$ cat src/rtl/day_one_pkg.sv
// Shared constants and types for the day-one calibration line encoder.
package day_one_pkg;

    localparam logic [7:0] CHAR_FILL = 8'h71;  // 'q': appears in no digit word
    localparam logic [7:0] CHAR_NL   = 8'h0A;  // line terminator
    localparam logic [7:0] CHAR_ZERO = 8'h30;  // '0', base for ASCII digits

    typedef enum logic [2:0] {
        ST_IDLE,
        ST_PRE,
        ST_FIRST,
        ST_MID,
        ST_LAST,
        ST_EOL
    } enc_state_t;

    // Length of the spelled-out word for digits one..nine
    localparam logic [2:0] WORD_LEN [1:9] = '{3'd3, 3'd3, 3'd5, 3'd4, 3'd4,
                                              3'd3, 3'd5, 3'd5, 3'd4};

    // Digits outside 0..9 are transmitted as zero
    function automatic logic [3:0] clamp_digit(input logic [3:0] d);
        return (d > 4'd9) ? 4'd0 : d;
    endfunction

endpackage

$ cat src/rtl/digit_word_rom.sv
// Character lookup for spelled digit words; index past the word end reads 8'h00.
module digit_word_rom
    import day_one_pkg::*;
(
    input  logic [3:0] digit,
    input  logic [2:0] idx,
    output logic [7:0] chr,
    output logic [2:0] len
);

    logic [39:0] word;

    // Select the left-aligned word text and its length, then pick one character
    always_comb begin
        word = 40'h0;
        len  = 3'd0;
        chr  = 8'h00;
        case (digit)
            4'd1: begin word = {"one",   16'h0}; len = WORD_LEN[1]; end
            4'd2: begin word = {"two",   16'h0}; len = WORD_LEN[2]; end
            4'd3: begin word = "three";          len = WORD_LEN[3]; end
            4'd4: begin word = {"four",   8'h0}; len = WORD_LEN[4]; end
            4'd5: begin word = {"five",   8'h0}; len = WORD_LEN[5]; end
            4'd6: begin word = {"six",   16'h0}; len = WORD_LEN[6]; end
            4'd7: begin word = "seven";          len = WORD_LEN[7]; end
            4'd8: begin word = "eight";          len = WORD_LEN[8]; end
            4'd9: begin word = {"nine",   8'h0}; len = WORD_LEN[9]; end
            default: begin word = 40'h0; len = 3'd0; end
        endcase
        if (idx < len) begin
            case (idx)
                3'd0:    chr = word[39:32];
                3'd1:    chr = word[31:24];
                3'd2:    chr = word[23:16];
                3'd3:    chr = word[15:8];
                3'd4:    chr = word[7:0];
                default: chr = 8'h00;
            endcase
        end
    end

endmodule

$ cat src/rtl/calib_line_encoder.sv
// Emits one calibration line per accepted (first, last) request:
// PRE_LEN fillers, first digit, MID_LEN fillers, last digit, newline.
module calib_line_encoder
    import day_one_pkg::*;
#(
    parameter int PRE_LEN = 2,
    parameter int MID_LEN = 1
) (
    input  logic       clk,
    input  logic       rst,
    input  logic       req_valid,
    output logic       req_ready,
    input  logic [3:0] req_first,
    input  logic [3:0] req_last,
    input  logic       req_spell,
    output logic [7:0] char_out,
    output logic       char_valid,
    input  logic       char_ready,
    output logic       line_done,
    output logic       bad_req
);

    // A zero-length phase is never entered, so the wrapped value is never compared
    localparam logic [3:0] PRE_END = 4'(PRE_LEN - 1);
    localparam logic [3:0] MID_END = 4'(MID_LEN - 1);

    enc_state_t state, ns;
    logic [3:0] fill_cnt, nfill;
    logic [2:0] word_idx, nidx;
    logic [2:0] cur_len, nlen;
    logic [3:0] first_q, last_q;
    logic       spell_q;
    logic       accept, xfer;
    logic [3:0] op_first, nd;
    logic       op_spell, spelled;
    logic [7:0] rom_chr, nchar;
    logic [2:0] rom_len;

    assign req_ready = (state == ST_IDLE);
    assign accept    = req_valid && req_ready;
    assign xfer      = char_valid && char_ready;

    // While idle the incoming request is the operand source so the first char is ready next cycle
    assign op_first  = (state == ST_IDLE) ? clamp_digit(req_first) : first_q;
    assign op_spell  = (state == ST_IDLE) ? req_spell : spell_q;

    // Phase sequencing; counters restart on entry and only advance on a transfer
    always_comb begin
        ns    = state;
        nfill = fill_cnt;
        nidx  = word_idx;
        case (state)
            ST_IDLE: begin
                if (accept) begin
                    ns    = (PRE_LEN != 0) ? ST_PRE : ST_FIRST;
                    nfill = 4'd0;
                    nidx  = 3'd0;
                end
            end
            ST_PRE: begin
                if (xfer) begin
                    if (fill_cnt == PRE_END) begin
                        ns    = ST_FIRST;
                        nfill = 4'd0;
                        nidx  = 3'd0;
                    end else begin
                        nfill = fill_cnt + 4'd1;
                    end
                end
            end
            ST_FIRST: begin
                if (xfer) begin
                    if (word_idx == cur_len - 3'd1) begin
                        ns    = (MID_LEN != 0) ? ST_MID : ST_LAST;
                        nfill = 4'd0;
                        nidx  = 3'd0;
                    end else begin
                        nidx = word_idx + 3'd1;
                    end
                end
            end
            ST_MID: begin
                if (xfer) begin
                    if (fill_cnt == MID_END) begin
                        ns    = ST_LAST;
                        nfill = 4'd0;
                        nidx  = 3'd0;
                    end else begin
                        nfill = fill_cnt + 4'd1;
                    end
                end
            end
            ST_LAST: begin
                if (xfer) begin
                    if (word_idx == cur_len - 3'd1) begin
                        ns   = ST_EOL;
                        nidx = 3'd0;
                    end else begin
                        nidx = word_idx + 3'd1;
                    end
                end
            end
            ST_EOL: begin
                if (xfer) ns = ST_IDLE;
            end
            default: ns = ST_IDLE;
        endcase
    end

    // Character for the upcoming beat, derived from the next state and counters
    always_comb begin
        nd      = (ns == ST_LAST) ? last_q : op_first;
        spelled = op_spell && (nd != 4'd0);
        nlen    = spelled ? rom_len : 3'd1;
        case (ns)
            ST_PRE, ST_MID:    nchar = CHAR_FILL;
            ST_FIRST, ST_LAST: nchar = spelled ? rom_chr : (CHAR_ZERO + {4'd0, nd});
            ST_EOL:            nchar = CHAR_NL;
            default:           nchar = 8'h00;
        endcase
    end

    digit_word_rom u_rom (
        .digit (nd),
        .idx   (nidx),
        .chr   (rom_chr),
        .len   (rom_len)
    );

    // Control and output registers; reset aborts any line in progress
    always_ff @(posedge clk or negedge rst) begin
        if (!rst) begin
            state      <= ST_IDLE;
            fill_cnt   <= 4'd0;
            word_idx   <= 3'd0;
            cur_len    <= 3'd1;
            char_out   <= 8'h00;
            char_valid <= 1'b0;
            line_done  <= 1'b0;
            bad_req    <= 1'b0;
        end else begin
            state      <= ns;
            fill_cnt   <= nfill;
            word_idx   <= nidx;
            cur_len    <= nlen;
            char_out   <= nchar;
            char_valid <= (ns != ST_IDLE);
            line_done  <= (state == ST_EOL) && xfer;
            if (accept && ((req_first > 4'd9) || (req_last > 4'd9)))
                bad_req <= 1'b1;
        end
    end

    // Operand capture at request acceptance
    always_ff @(posedge clk) begin
        if (accept) begin
            first_q <= clamp_digit(req_first);
            last_q  <= clamp_digit(req_last);
            spell_q <= req_spell;
        end
    end

endmodule

$ cat config.mk
export PLATFORM = sky130hd
export DESIGN_NAME = calib_line_encoder
export DESIGN_NICKNAME = d
export VERILOG_FILES = /design/src/rtl/day_one_pkg.sv /design/src/rtl/digit_word_rom.sv /design/src/rtl/calib_line_encoder.sv
export SDC_FILE = /design/constraint.sdc
export NUM_CORES = 1
export LEC_CHECK = 0
export CORE_MARGIN = 5
export CORE_UTILIZATION = 45
export CTS_CLUSTER_DIAMETER = 100
export DETAILED_ROUTE_END_ITERATION = 16
export HOLD_SLACK_MARGIN = 0.02
export PLACE_DENSITY = 0.68
export SYNTH_ARGS = -nofsm -noshare
export SYNTH_HDL_FRONTEND = slang
export SYNTH_SLANG_ARGS = --single-unit
$ cat constraint.sdc
create_clock -name clk -period 3.77 [get_ports clk]
set_input_delay 0.9425 -clock clk [delete_from_list [all_inputs] [get_ports clk]]
set_output_delay 0.9425 -clock clk [all_outputs]
set_load 0.02 [all_outputs]
==> results.ini, run 1 <==
[critical_path]
crit_type = in -> reg
worst_ep_arrival_time_ns = 3.83
crit_buf_inv = 3
path_cells = clkdlybuf4s50_1 > o21ai_0 > a31oi_1 > inv_1 > mux2i_4 > inv_2 > ha_4 > o21ai_1 > nand2_1 > ha_1 > a21o_1 > nor3_2 > a21oi_1 > or3_4 > o21ai_2
cpPeakStageDelay_ns = 0.50
endpoint_kind = flip-flop
cp-start-kind = input pin
cp.required_ns = 3.98
path_delay_family = compound AO/OA/AOI/OAI gates
slowest_stage = clkdlybuf4s50_1
worstPathMaxFanout = 5

[timing]
fmax_ghz = 0.2763
finalClockSkew_ns = 0.005019
layout_min_cycle_time_ns = 3.619
setup_violations = 0
rsz0062_at_grt = no
hold_viol = 0
period_share = 0.9599
drv_slew = 0
fin_setup_tns_ns = 0
slew_headroom = 0.2906
tightest_slew_ns = 1.061

[clock_tree]
cts_tree = done
clock_sinks = 32
cts_max_level = 2
clk_path_buf_depth = 2
root_buffer = clkbuf_8
path_clk_slew_ns = 0.07
clkLatencyLatePin_ns = 0.29
cts_buffers = 5
post_cts_buffers = 0
hold_buffers = 0

[power_and_ir_drop]
power.density_nw_per_um2 = 924.6
total_power_mw = 3.251
ir_worst_vdd_v = 0.0005024
cellLeakagePower_nw = 1.584

[routing]
wl_per_cell_um = 16.02
first_pass_iters = 4
vias = 2453
drtIter0Drc = 172
drtAntennaViolNets = 0
vias_per_cell = 5.537
drc = 0
wl_um = 7098

[logic_synthesis]
synth-edff-count = 9
synth-seq-area-share = 0.3139
synth_ff_type = dfrtp_1
syn_inst = 292
synth_common_cells = nand2_1 (27), dfrtp_1 (22), a21oi_1 (16), inv_1 (16), nor2_1 (15)
synth_top_area_share = 0.2040
synth_most_common_cell = nand2_1
synth_area_per_cell_um2 = 9.243
ys_warn_count = 0
syn_area_um2 = 2699
synth_cell_types = 70
synth_top_area_cell = dfrtp_1
async_flop_share = 0.7188
syn-num-nets = 318
synth.area.top_cells = dfrtp_1 (20%), edfxtp_1 (10%), ha_1 (6.0%)
ys_ff_latch = 32

[floorplan]
die_w_um = 87.45
start_util = 0.4585
fp.dieArea_um2 = 7647
rows = 28
core_um2 = 5886
die_h_um = 87.45
io_pins = 25

[cells_and_area]
fillers = 502
area_growth_pct = 30.27
antenna_cells = 0
final_layout_size_suffix_gt1_frac = 0.2799
multiInputGateArea_um2 = 1774
final_cell_count_no_fill = 443
nNetsFinal = 393
register_area_um2 = 847.1

[hold_path]
hp-class = reg -> reg

[global_routing]
grt_max_degree = 24
grt_antenna_before_repair = 0
grt_first_pass_wirelength_um = 11760
grt_remaining_overflow = 0
grt_pass1_vias = 2397
grtUsageTotal = 0.1987

[place]
gp_congestion = 0.9424
dp.cells = 435
portBuffers = 23
hpwl_um = 5630

[outcome]
status = completed

[run]
drv_cap = 0

==> power breakdown <==
group	switching [mW]	internal [mW]
sequential	0.136	0.478
clock	0.128	0.145
combinational	1.20	1.16
==> path summary, 6_finish.rpt <==
| path | endpoint | slack [ns] | start | depth (start not counted) |
|---|---|---|---|---|
| max | char_out[1] | 0.15 | req_first[3] | 15 |
| min | bad_req | 0.46 | bad_req | 1 |
| max reg2reg | char_out[1] | 0.20 | cur_len[0] | 17 |
| min reg2reg | bad_req | 0.46 | bad_req | 1 |
| max in group asynchronous | word_idx[1] | 1.90 | rst | 1 |
| min in group asynchronous | fill_cnt[3] | 1.22 | rst | 1 |
==> routing by layer <==
metal	vias to the layer above	track usage	part of all wire
li1	1227	-	-
met1	1129	0.2796	0.47
met2	85	0.3027	0.45
met3	12	0.03879	0.065
met4	0	0.06834	0.017
met5	-	0	0
==> what timing repair did <==
| action | 4_1_cts | 5_1_grt |
|---|---|---|
| gates resized for setup | 4 | 10 |
| setup endpoints to repair | 7 | 7 |
| hold endpoints to repair | 0 | 0 |
| pin swaps | 0 | 6 |
==> cells by family after synthesis <==
group                    after synthesis  synth area share
flip-flops                            32            0.3139
AND/OR/NAND/NOR                      105            0.2188
adder cells (fa/ha/maj)               13           0.06027
XOR/XNOR                               4           0.01808
multiplexers                          23           0.09782
buffers and inverters                 27           0.05702
other                                  1          0.001389
AO/OA/AOI/OAI                         87            0.2327
==> layout by cell type (no fill, tap or decap), types with 5 or more instances in the layout <==
cell,instances
a21o_1,6
a21oi_1,15
buf_4,56
clkbuf_8,6
clkdlybuf4s50_1,21
dfrtp_1,22
edfxtp_1,9
ha_1,12
inv_1,14
mux2_2,6
mux2i_1,11
nand2_1,27
nand2b_1,5
nor2_1,15
nor2b_1,12
nor3b_1,5
o21ai_0,13
==> layout make-up <==
cell class,instances,area share
Multi-Input combinational cell,233,0.5046
Sequential cell,32,0.2409
Timing Repair Buffer,79,0.1843
Tap cell,75,0.02669
Clock buffer,6,0.02349
Inverter,16,0.01708
Clock inverter,2,0.002847
==> worst reg2reg max path: stages (launching register included) <==
cell     delay (ns)
dfstp_2        0.54
inv_1          0.04
ha_1           0.32
xor2_2         0.14
nand3_2        0.13
o21a_4         0.24
nand2_4        0.09
mux2i_4        0.30
inv_2          0.08
ha_4           0.24
o21ai_1        0.12
nand2_1        0.08
ha_1           0.18
a21o_1         0.21
nor3_2         0.13
a21oi_1        0.12
or3_4          0.38
o21ai_2        0.16
==> registers in the layout, indices dropped and copies added, names as in the netlist <==
signal	cells
fill_cnt	4
bad_req	1
last_q	4
word_idx	3
spell_q	1
state	3
char_out	7
line_done	1
cur_len	3
char_valid	1
first_q	4
==> metrics by stage <==
step           setup slack (ns)  area, um2  hold WS [ns]  utilization
2_1_floorplan         0.0004456       2730        0.4960            -
3_3_place_gp            -0.4852       3381        0.4411       0.5744
3_5_place_dp            -0.6150       3381        0.4512       0.5744
4_1_cts                0.007192       3481        0.4675       0.5914
5_1_grt                0.003918       3516        0.4786       0.5974
6_report                 0.1510       3516        0.4639       0.5974
No activity file was read; power rests on OpenSTA's default activity.
==> inputs of run 2 (changes only) <==
--- a/config.mk
+++ b/config.mk
@@ -10,7 +10,8 @@
 export CTS_CLUSTER_DIAMETER = 100
 export DETAILED_ROUTE_END_ITERATION = 16
 export HOLD_SLACK_MARGIN = 0.02
-export PLACE_DENSITY = 0.68
+export PLACE_DENSITY = 0.67
 export SYNTH_ARGS = -nofsm -noshare
 export SYNTH_HDL_FRONTEND = slang
+export SYNTH_HIERARCHICAL = 1
 export SYNTH_SLANG_ARGS = --single-unit
==> run 2 against run 1 <==
Sequential power down 7.2%. Total power fell by 11%. Synthesized cell count up 8.2%. Clock skew hardly changed. Critical path depth fell by 1. Critical endpoint is now char_out[3]. Largest cell class unchanged. Largest power group unchanged.
==> results.ini, run 2 <==
[global_routing]
grt_pass1_vias = 2546  ; was 2397
grtUsageTotal = 0.1963  ; was 0.1987
grt_max_degree = 25  ; was 24
grt_remaining_overflow = 0  ; unchanged
grt_antenna_before_repair = 0  ; unchanged
grt_first_pass_wirelength_um = 12200  ; was 11760 um

[timing]
fmax_ghz = 0.2732  ; was 0.2763 GHz
tightest_slew_ns = 0.5951  ; was 1.061 ns
hold_viol = 0  ; unchanged
fin_setup_tns_ns = 0  ; unchanged
period_share = 0.9708  ; was 0.9599
layout_min_cycle_time_ns = 3.660  ; was 3.619 ns
drv_slew = 0  ; unchanged
slew_headroom = 0.6033  ; was 0.2906
setup_violations = 0  ; unchanged
finalClockSkew_ns = 0.005138  ; was 0.005019 ns
worst_slack_ns = 0.1102  ; was 0.1510 ns

[routing]
first_pass_iters = 4  ; unchanged
vias = 2660  ; was 2453
vias_per_cell = 5.636  ; was 5.537
drc = 0  ; unchanged
drtAntennaViolNets = 0  ; unchanged
drtIter0Drc = 182  ; was 172
wl_um = 7415  ; was 7098 um
wl_per_cell_um = 15.71  ; was 16.02 um

[critical_path]
worstPathMaxFanout = 6  ; was 5
worst_ep_arrival_time_ns = 3.83  ; about the same
path_cells = clkdlybuf4s50_1 > o21ai_0 > and2_1 > mux2_2 > mux2_4 > buf_4 > and3b_1 > a21oi_2 > ha_1 > a21oi_2 > o21ai_4 > nor2_2 > nand3_1 > o211ai_1  ; was clkdlybuf4s50_1 > o21ai_0 > a31oi_1 > inv_1 > mux2i_4 > inv_2 > ha_4 > o21ai_1 > nand2_1 > ha_1 > a21o_1 > nor3_2 > a21oi_1 > or3_4 > o21ai_2
crit_buf_inv = 2  ; was 3
endpoint_kind = flip-flop  ; unchanged
cp.required_ns = 3.94  ; was 3.98 ns
path_delay_family = compound AO/OA/AOI/OAI gates  ; unchanged
slowest_stage = clkdlybuf4s50_1  ; unchanged
cp-start-kind = input pin  ; unchanged
crit_type = in -> reg  ; unchanged
crit_path_frequent_cell = a21oi_2
cpPeakStageDelay_ns = 0.48  ; was 0.50 ns

[logic_synthesis]
async_flop_share = 0.7273  ; was 0.7188
synth_cell_types = 76  ; was 70
synth-edff-count = 9  ; unchanged
yosys.area_share.simple = 0.2453  ; was 0.2188
synth-seq-area-share = 0.3114  ; was 0.3139
muxShareOfSynthArea = 0.04647  ; was 0.09782
syn_inst = 316  ; was 292
ys_ff_latch = 33  ; was 32
synth_top_area_share = 0.2055  ; was 0.2040
syn_area_um2 = 2800  ; was 2699 um2
synth-xor-area-share = 0.02726  ; was 0.01808
synth_top_family_by_area = simple AND/OR/NAND/NOR gates  ; was compound AO/OA/AOI/OAI gates
synth_area_per_cell_um2 = 8.861  ; was 9.243 um2
ys_warn_count = 6  ; was 0
synth_most_common_cell = nand2_1  ; unchanged
synthAdderAreaFrac = 0.06256  ; was 0.06027
syn-num-nets = 343  ; was 318
synth_ff_type = dfrtp_1  ; unchanged
synth.area.top_cells = dfrtp_1 (21%), edfxtp_1 (9.7%), ha_1 (6.3%)  ; was dfrtp_1 (20%), edfxtp_1 (10%), ha_1 (6.0%)
synth_compound_area_frac = 0.2310  ; was 0.2327
synth_common_cells = nand2_1 (27), dfrtp_1 (23), a21oi_1 (19), nor2_1 (17), inv_1 (15)  ; was nand2_1 (27), dfrtp_1 (22), a21oi_1 (16), inv_1 (16), nor2_1 (15)
synth_top_area_cell = dfrtp_1  ; unchanged

[place]
portBuffers = 24  ; was 23
preCtsSetupSlack_ns = -0.4468  ; was -0.6150 ns
gp_congestion = 0.9232  ; was 0.9424
hpwl_um = 5609  ; was 5630 um

[cells_and_area]
largest_reg_flops = 8  ; was 7
layout_common_cells = buf_4 (65), nand2_1 (25), dfrtp_1 (23)  ; was buf_4 (56), nand2_1 (27), dfrtp_1 (22)
fillers = 485  ; was 502
mostFrequentLayoutCell = buf_4  ; unchanged
area_growth_pct = 32.84  ; was 30.27%
largest-register = char_out  ; unchanged
antenna_cells = 0  ; unchanged
final_layout_size_suffix_gt1_frac = 0.3073  ; was 0.2799
nNetsFinal = 423  ; was 393

[floorplan]
start_util = 0.4674  ; was 0.4585
die_w_um = 88.89  ; was 87.45 um
fp.dieArea_um2 = 7901  ; was 7647 um2
die_h_um = 88.89  ; was 87.45 um
rows = 28  ; unchanged
io_pins = 25  ; unchanged
core_um2 = 5991  ; was 5886 um2

[hold_path]
hp-class = reg -> reg  ; unchanged

[clock_tree]
clkLatencyLatePin_ns = 0.28  ; was 0.29 ns
root_buffer = clkbuf_8  ; unchanged
cts_max_level = 2  ; unchanged
hold_buffers = 0  ; unchanged
clock_sinks = 33  ; was 32
clk_path_buf_depth = 2  ; unchanged
cts_tree = done  ; unchanged
path_clk_slew_ns = 0.07  ; about the same
cts_buffers = 5  ; unchanged

[power_and_ir_drop]
ir_worst_vdd_v = 0.0005512  ; was 0.0005024 V
power.density_nw_per_um2 = 777.9  ; was 924.6 nW/um2
total_power_mw = 2.894  ; was 3.251 mW
cellLeakagePower_nw = 1.592  ; was 1.584 nW

[outcome]
status = completed  ; unchanged

[run]
drv_cap = 0  ; unchanged

[run 2: cell types whose count changed after synthesis, sizes merged, moves of 4 or more]
cell and delta:
a21oi +4, and2 +5, buf +5, mux2i -10, nand3 +7, nor3 +6
o22ai +5, or3 -4, xnor2 +4
[run 2: area by class of cell]
cell class | instances | area [um2] | share of cell area
multi-input cells | 245 | 1831 | 0.4921
clock buffers | 7 | 76.32 | 0.02052
flip-flops and latches | 33 | 872.1 | 0.2344
well taps | 75 | 93.84 | 0.02523
repair buffers | 91 | 757.0 | 0.2035
clock inverters | 1 | 5.005 | 0.001345
inverters | 20 | 85.08 | 0.02287
[run 2: metrics by stage]
| step | instances | utilization | cell area [um2] | hold WS [ns] |
|---|---|---|---|---|
| 6_report | 472 | 0.6209 | 3720 | 0.4601 |
| 5_1_grt | 472 | 0.6209 | 3720 | 0.5239 |
| 4_1_cts | 468 | 0.6036 | 3616 | 0.4660 |
| 3_5_place_dp | 459 | 0.5846 | 3502 | 0.4476 |
| 3_3_place_gp | 459 | 0.5846 | 3502 | 0.4451 |
| 2_1_floorplan | 316 | - | 2823 | 0.5071 |
[run 2: cells by family after synthesis]
family / after synthesis
fa+ha+maj: 14
flops: 33
other cells: 1
xor+xnor: 7
buf+inv: 38
simple gates: 120
mux: 12
compound gates: 91
[run 2: where the power goes]
group / internal (mW) / switching, mW
registers: 0.473 / 0.0960
clock network: 0.130 / 0.129
logic: 0.982 / 1.08
[run 2: metal layers]
| metal | vias up | routed length [um] | global-route usage |
|---|---|---|---|
| met5 | - | 0 | 0 |
| met4 | 0 | 12 | 0.02610 |
| met3 | 2 | 371 | 0.03818 |
| met2 | 78 | 3398 | 0.3104 |
| met1 | 1264 | 3632 | 0.2848 |
| li1 | 1316 | - | - |
[run 2: timing repair]
item                       in CTS  in global routing
hold endpoints to repair        0                  0
gates resized for setup        10                 19
setup endpoints to repair       8                  8
buffers inserted                1                  4
pin swaps                       8                 12
[run 2: worst paths after layout]
| kind | end | from | slack (ns) | cells past startpoint |
|---|---|---|---|---|
| worst min register to register | bad_req | bad_req | 0.46 | 1 |
| max in group asynchronous | cur_len[0] | rst | 2.45 | 2 |
| worst max-delay path | char_out[3] | req_first[2] | 0.11 | 14 |
| worst min-delay path | bad_req | bad_req | 0.46 | 1 |
| min in group asynchronous | fill_cnt[0] | rst | 1.02 | 2 |
| worst max register to register | char_out[3] | cur_len[0] | 0.13 | 16 |
